<file path="src/rtl/pipe_hazard_ctrl_pkg.sv">
// rtl/pipe_hazard_ctrl_pkg.sv - shared types and constants for the pipeline hazard controller
package pipe_hazard_ctrl_pkg;

  typedef enum logic [1:0] {
    RUN     = 2'd0,
    MEMWAIT = 2'd1,
    HALT    = 2'd2
  } haz_state_t;

  localparam logic [4:0] REG_ZERO = 5'd0;
  localparam int MEM_TIMEOUT_DEFAULT = 16;

endpackage

</file>
<file path="src/rtl/pipe_hazard_ctrl_sat_counter.sv">
// rtl/pipe_hazard_ctrl_sat_counter.sv - haz_sat_counter: saturating, enable-gated, synchronously cleared counter
module haz_sat_counter #(
  parameter int CNT_W = 32
) (
  input  logic             clk,
  input  logic             clr,
  input  logic             en,
  output logic [CNT_W-1:0] count
);

  // clear wins over count; count sticks at all-ones
  always_ff @(posedge clk) begin
    if (clr)
      count <= '0;
    else if (en && (count != {CNT_W{1'b1}}))
      count <= count + 1'b1;
  end

endmodule

</file>
<file path="src/rtl/pipe_hazard_ctrl.sv">
// rtl/pipe_hazard_ctrl.sv - stall/flush/freeze controller for the 5-stage pipeline (optional counters: HAZ_PERF_CNT_EN)
module pipe_hazard_ctrl
  import pipe_hazard_ctrl_pkg::*;
#(
  parameter int MEM_TIMEOUT = MEM_TIMEOUT_DEFAULT,
  parameter int CNT_W       = 32
) (
  input  logic             clk_i,
  input  logic             rst_i,
  input  logic             IDEX_MemRead_i,
  input  logic [4:0]       IDEX_rt_i,
  input  logic [4:0]       IFID_rs_i,
  input  logic [4:0]       IFID_rt_i,
  input  logic             branch_taken_i,
  input  logic             mem_req_i,
  input  logic             mem_ack_i,
  output logic             PC_write_o,
  output logic             IFID_write_o,
  output logic             IFID_flush_o,
  output logic             IDEX_write_o,
  output logic             IDEX_bubble_o,
  output logic             EXMEM_write_o,
  output logic             MEMWB_bubble_o,
  output logic             mem_err_o,
  output logic [CNT_W-1:0] stall_cnt_o,
  output logic [CNT_W-1:0] flush_cnt_o,
  output logic [CNT_W-1:0] freeze_cnt_o
);

  // last wait count before the timeout trips
  localparam logic [7:0] WCNT_LAST = 8'(MEM_TIMEOUT - 1);

  haz_state_t state, state_nxt;
  logic [7:0] wcnt, wcnt_nxt;
  logic       err_nxt;
  logic       freeze;
  logic       lu;

  assign freeze = (state == HALT) | (mem_req_i & ~mem_ack_i);
  assign lu = IDEX_MemRead_i & (IDEX_rt_i != REG_ZERO) &
              ((IDEX_rt_i == IFID_rs_i) | (IDEX_rt_i == IFID_rt_i));

  // state, wait counter and sticky error flag
  always_ff @(posedge clk_i) begin
    if (rst_i) begin
      state     <= RUN;
      wcnt      <= 8'd0;
      mem_err_o <= 1'b0;
    end else begin
      state     <= state_nxt;
      wcnt      <= wcnt_nxt;
      mem_err_o <= err_nxt;
    end
  end

  // memory-wait FSM next state; a withdrawn request or an ack both return to RUN
  always_comb begin
    state_nxt = state;
    wcnt_nxt  = wcnt;
    err_nxt   = mem_err_o;
    case (state)
      RUN: begin
        if (freeze) begin
          state_nxt = MEMWAIT;
          wcnt_nxt  = 8'd1;
        end
      end
      MEMWAIT: begin
        if (!mem_req_i || mem_ack_i) begin
          state_nxt = RUN;
          wcnt_nxt  = 8'd0;
        end else if (wcnt == WCNT_LAST) begin
          state_nxt = HALT;
          err_nxt   = 1'b1;
        end else begin
          wcnt_nxt = wcnt + 8'd1;
        end
      end
      HALT:    state_nxt = HALT;
      default: state_nxt = RUN;
    endcase
  end

  // stage enables with priority reset > freeze > load-use > branch
  always_comb begin
    PC_write_o     = 1'b1;
    IFID_write_o   = 1'b1;
    IFID_flush_o   = 1'b0;
    IDEX_write_o   = 1'b1;
    IDEX_bubble_o  = 1'b0;
    EXMEM_write_o  = 1'b1;
    MEMWB_bubble_o = 1'b0;
    if (rst_i) begin
      PC_write_o = 1'b0;
    end else if (freeze) begin
      PC_write_o     = 1'b0;
      IFID_write_o   = 1'b0;
      IDEX_write_o   = 1'b0;
      EXMEM_write_o  = 1'b0;
      MEMWB_bubble_o = 1'b1;
    end else if (lu) begin
      PC_write_o    = 1'b0;
      IFID_write_o  = 1'b0;
      IDEX_bubble_o = 1'b1;
    end else if (branch_taken_i) begin
      IFID_flush_o = 1'b1;
    end
  end

`ifdef HAZ_PERF_CNT_EN
  logic stall_en, freeze_en;
  assign stall_en  = ~rst_i & ~freeze & lu;
  assign freeze_en = ~rst_i & freeze;

  haz_sat_counter #(.CNT_W(CNT_W)) u_stall_cnt (
    .clk(clk_i), .clr(rst_i), .en(stall_en), .count(stall_cnt_o)
  );
  haz_sat_counter #(.CNT_W(CNT_W)) u_flush_cnt (
    .clk(clk_i), .clr(rst_i), .en(IFID_flush_o), .count(flush_cnt_o)
  );
  haz_sat_counter #(.CNT_W(CNT_W)) u_freeze_cnt (
    .clk(clk_i), .clr(rst_i), .en(freeze_en), .count(freeze_cnt_o)
  );
`else
  assign stall_cnt_o  = '0;
  assign flush_cnt_o  = '0;
  assign freeze_cnt_o = '0;
`endif

endmodule

</file>
<file path="config.mk">
export PLATFORM = sky130hd
export DESIGN_NAME = pipe_hazard_ctrl
export DESIGN_NICKNAME = d
export VERILOG_FILES = /design/src/rtl/pipe_hazard_ctrl_pkg.sv /design/src/rtl/pipe_hazard_ctrl_sat_counter.sv /design/src/rtl/pipe_hazard_ctrl.sv
export SDC_FILE = /design/constraint.sdc
export NUM_CORES = 1
export LEC_CHECK = 0
export BUFFER_PORTS_ARGS = -buffer_cell sky130_fd_sc_hd__buf_2
export CORE_MARGIN = 3
export CORE_UTILIZATION = 39
export CTS_CLUSTER_SIZE = 30
export DETAILED_ROUTE_END_ITERATION = 7
export MAX_ROUTING_LAYER = met4
export PLACE_DENSITY = 0.78
export SLEW_MARGIN = 20
export SYNTH_ARGS = -nofsm -noshare
export SYNTH_HDL_FRONTEND = slang
export SYNTH_SLANG_ARGS = --single-unit
</file>
<file path="constraint.sdc">
create_clock -name clk_i -period 1.75 [get_ports clk_i]
set_input_delay 0.175 -clock clk_i [delete_from_list [all_inputs] [get_ports clk_i]]
set_output_delay 0.175 -clock clk_i [all_outputs]
set_load 0.005 [all_outputs]
</file>
Word level (Yosys, flattened, before mapping)
Index checks and enable logic that the tools add are counted.
{ "totals": {"regBits": 11} }
{ "op_classes": {"n_addsub": 1, "n_eq_ne": 8, "n_mux": 23, "bitwise": 7, "n_reduce_logical": 8} }
{ "ops": {"columns": ["cell", "n"], "rows": [
  ["8-bit two-way mux", 3],
  ["8-bit case mux with 2 select lines", 1],
  ["1-bit two-way mux", 15],
  ["5-bit equality test", 2],
  ["8-bit by 1-bit adder with 8-bit output (second input constant)", 1],
  ["8-bit by 4-bit equality test with 1-bit output (second input constant)", 1],
  ["2-bit two-way mux", 3],
  ["3-bit != test (second input constant)", 2],
  ["2-bit case mux with 3 select lines", 1],
  ["3-bit AND reduction", 2],
  ["5-bit nonzero test", 1],
  ["1-bit AND", 3],
  ["2-bit by 1-bit equality test with 1-bit output (second input constant)", 1],
  ["2-bit equality test (second input constant)", 1],
  ["2-bit zero test", 1],
  ["2-bit != test (second input constant)", 1],
  ["1-bit NOT", 2],
  ["1-bit bitwise OR", 2],
  ["2-bit AND reduction", 1],
  ["2-bit nonzero test", 1],
  ["1-bit zero test", 1],
  ["1-bit logical OR", 1]
]} }

Logic depth before layout (Yosys ltp)
{ "depth": {"ltp_word": 6, "depth_mapped": 6, "ltp_nobuf": 5} }

Worst setup path after synthesis
OpenSTA, ideal clock, no wires.
{ "synth_timing": {"path_type": "register -> register", "startpoint": "register wcnt[0]", "endpoint": "register wcnt[5]", "setup_ns": 0.133, "t_arrival_ns": 1.417, "required_ns": 1.617, "path_slack_ns": 0.200, "stages_incl_launch_ff": 7, "path_buffers": 1, "synth_period_minus_slack_ns": 1.550, "cell_sequence": "dfxtp_1 -> ha_1 -> and4b_1 -> and2_1 -> buf_6 -> a31oi_1 -> o21ai_0"} }
{ "synth_via": {"elab_chain_len": 4, "elab_cells_between_ends": 7, "classes_between": "add/sub: 1; eq/ne: 2; mux: 3; reduce/logical: 1"} }
{ "synth_rtl": {"columns": ["element", "line_no", "source"], "rows": [
  ["start: declaration", "pipe_hazard_ctrl.sv:34", "logic [7:0] wcnt, wcnt_nxt;"],
  ["start signal: assignment", "pipe_hazard_ctrl.sv:51", "wcnt <= wcnt_nxt;"],
  ["8-bit by 1-bit adder with 8-bit output", "pipe_hazard_ctrl.sv:76", "wcnt_nxt = wcnt + 8'd1;"],
  ["8-bit two-way mux", "pipe_hazard_ctrl.sv:72", "end else if (wcnt == WCNT_LAST) begin"],
  ["8-bit two-way mux", "pipe_hazard_ctrl.sv:69", "if (!mem_req_i || mem_ack_i) begin"],
  ["8-bit case mux with 2 select lines", "pipe_hazard_ctrl.sv:61", "case (state)"]
]} }
Parallel ways exist; a longest one is shown, timed or not. The select of a mux whose other input is x is not followed.
A chain may end at the register's enable or synchronous reset.

Worst setup path in the final report
{ "layout_timing": {"startpoint": "register state[0]", "endpoint": "output port IDEX_bubble_o"} }
{ "layout_via": {"elab_chain_len": 4} }
{ "layout_rtl": {"columns": ["element", "line_no", "source"], "rows": [
  ["start: declaration", "pipe_hazard_ctrl.sv:33", "haz_state_t state, state_nxt;"],
  ["start signal: assignment", "pipe_hazard_ctrl.sv:50", "state <= state_nxt;"],
  ["2-bit equality test", "pipe_hazard_ctrl.sv:39", "assign freeze = (state == HALT) | (mem_req_i & ~mem_ack_i);"],
  ["1-bit bitwise OR", "pipe_hazard_ctrl.sv:39", null],
  ["1-bit two-way mux", "pipe_hazard_ctrl.sv:95", "end else if (freeze) begin"],
  ["1-bit two-way mux", "pipe_hazard_ctrl.sv:93", "if (rst_i) begin"],
  ["end: declaration", "pipe_hazard_ctrl.sv:21", "output logic IDEX_bubble_o,"]
]} }
Every way passes these cells.

==> results.md <==
- Number of synthesized flops with an enable pin: 0
- Die area: 4670 µm²
- TritonCTS buffer count: 3
- Detail Route Antenna Nets: 0
- Register bit total from synthesis: 11
- Area delta synth->final: -8.93%
- Clock sinks: 11
- Port buffer count: 28
- Mean post-synth cell area: 7.61 µm²
- Routed len/inst: 9.19 µm
- Routed vias/inst: 3.99
- Initial antenna violation count: 0
- CP max FO: 7
- Top area cells in the synthesized netlist: buf_4 48%, dfxtp_1 15%, xnor2_1 6.9%
- Post-synth ARST share: 0
- Gr usage total: 0.0960
- Number of library cell types mapped by synthesis: 38
- Worst Hold Class: input port to flop
- Critical path type: flop to output port
- Worst path arrival time: 1.47 ns
- WP data required: 1.57 ns
- Global-route wire length before repair: 3.41 mm
- Core Area: 3690 µm²
- Worst R2R Path Depth: 5
- Startpoint types: flop
- R2R Path Start: wcnt[0]
- Met1 usage: 0.0978
- Placed instance area: 1320 µm²
- Pre-CTS setup slack: 0.0659 ns
- CTS tree: yes
- Area share of the largest cell type after synthesis: 0.481
- Post-layout util: 0.374
- Tcrit/Tclk final: 0.941
- R2r endpoint: wcnt[4]
- Cell area after synthesis: 1510 µm²
- Slew Viols, Final: 0
- Critical path endpoint category: output port
- Vias in the first global route: 822
- Leak: 0.670 nW
- Clock H-tree levels: 1
- Synth Instances: 199
- Most common cell after layout, fill and taps aside: conb_1
- Hold-fix buffers, CTS: 0
- Largest net degree at the start of global routing: 15
- Clk buf depth: 2
- Worst R2R Setup Slack: 0.14 ns
- Yosys warning count: 0
- Placed cells: 270
- Die H: 68.3 µm
- Clk slew on worst S/H paths: 0.05 ns
- Fin crit period: 1.65 ns
- DRT Wirelength: 2.52 mm
- Hold worst-path end: mem_err_o
- Total global routing overflow: 0
- Clock Latency Late Sink: 0.24 ns
- I/O pins: 125
- Starting density of the core: 0.410
- Worst VDD drop: 0.194 mV
- Pwr dens: 482 nW/µm²
- Routing usage on met2: 0.178
- Final #Nets: 249
- Slowest stage cell, crit path: dfxtp_1
- Hold path start: rst_i
- Horiz. Die Dim: 68.3 µm
- Commonest non-fill, non-tap cells in the layout: 96 x conb_1, 28 x buf_2, 13 x nand2_1
- Setup violators final: 0
- Worst path cell trace: inv_1 > a21oi_2 > nand2_1 > and3b_1 > buf_2
- RD Place Congestion: 0.832
- Detail Placement HPWL: 2.10 mm
- Max Cap Viol: 0
- Max Fclk: 0.607 GHz
- Final Hold Vio Count: 0
- Ys flop type: dfxtp_1
- Final Instance Area: 1380 µm²
- Sequential-to-total area share from yosys stat: 0.145
- CTS root buf: clkbuf_8
- Clock Skew: 0.000414 ns
- Outcome: finished clean
- Residual DRC: 0
- Fin worst setup slack: 0.102 ns
- Final cell count without fillers: 274
- Detailed-route via count: 1092
- CP peak stage delay: 0.45 ns
- DRT iter0 DRCs: 70
- RSZ-0062 raised after global routing: false
- Leading area contributor after synthesis: buf_4
- Setup_tns: 0 ns
- Top Usage Layer GRT: met2
- Hold Path Depth: 2
- Share of cells above drive strength 1: 0.155
- Rows: 22
- Routing usage on met3: 0.0394
- Number of diodes: 0
- Total iterations of the first detailed-routing run: 4
- Setup Fix Bufs, Post-CTS: 0
==> critical path, delay by kind of cell (launching register included) <==
kind / cells / cell delay, ns
buf+inv: 2 / 0.29
flops: 1 / 0.45
simple gates: 2 / 0.29
compound gates: 1 / 0.21
==> flip-flops by register name, summed over array words and instances, names as in the netlist <==
register   flops
wcnt           8
state          2
mem_err_o      1
==> layer usage <==
metal / part of all wire / vias up
met1: 0.33 / 480
met4: 0.0032 / 0
li1: - / 524
met5: 0 / -
met3: 0.17 / 3
met2: 0.50 / 85
==> worst max path at each step <==
stage / slack [ns] / cells after the start / start / endpoint
after global routing: 0.02 / 5 / wcnt[0] / wcnt[4]
after floorplan: 0.20 / 6 / wcnt[0] / wcnt[5]
after detailed placement: 0.07 / 5 / wcnt[0] / wcnt[5]
after CTS: 0.05 / 5 / wcnt[0] / wcnt[5]
final: 0.10 / 5 / state[0] / IDEX_bubble_o
after global placement: 0.11 / 5 / wcnt[0] / wcnt[5]
==> cell families (layout without fill, tap and decap cells) <==
group / after synthesis / in the layout / share of synthesized area
adders and majority gates: 1 / 1 / 0.00826
xor gates and xnor gates: 12 / 12 / 0.0694
DFF: 11 / 11 / 0.145
and+or+nand+nor: 40 / 40 / 0.139
buffers and inverters: 106 / 38 / 0.509
AOI/OAI and AO/OA: 28 / 28 / 0.126
other: 1 / 96 / 0.00248
==> layout make-up <==
cell class	count	area, µm²
clock buffers	4	45.0
fillers	413	2310
inverters	6	22.5
multi-input cells	177	891
flip-flops and latches	11	220
well taps	48	60.1
repair buffers	28	140
==> cells in the mapped netlist (2+ instances only) <==
cell type,count
buf_4,97
nand2_1,13
xnor2_1,12
dfxtp_1,11
a21oi_1,8
inv_1,6
nand3_1,5
nor2_1,5
a211oi_1,3
nor3_1,3
or3_1,3
a31oi_1,2
nor4_1,2
o21a_1,2
o21ai_0,2
o31ai_1,2
or4_1,2
==> power by group <==
group          switching (W)  total [W]  internal, W
sequential        0.00000387   0.000258     0.000254
combinational       0.000102   0.000153    0.0000514
clock              0.0000940   0.000254     0.000160
==> per-stage QoR <==
stage | total power (W) | hold WS, ns
after floorplan | 0.000519 | 0.265
after global routing | 0.000710 | 0.299
final | 0.000665 | 0.285
after CTS | 0.000665 | 0.280
after global placement | 0.000408 | 0.465
after detailed placement | 0.000409 | 0.462
==> timing repair <==
| action | in CTS | in global routing |
|---|---|---|
| endpoints found under the hold margin | 0 | 0 |
| setup endpoints to repair | 0 | 8 |
| resized for setup | 0 | 3 |
Power figures use the tool's default switching activity.
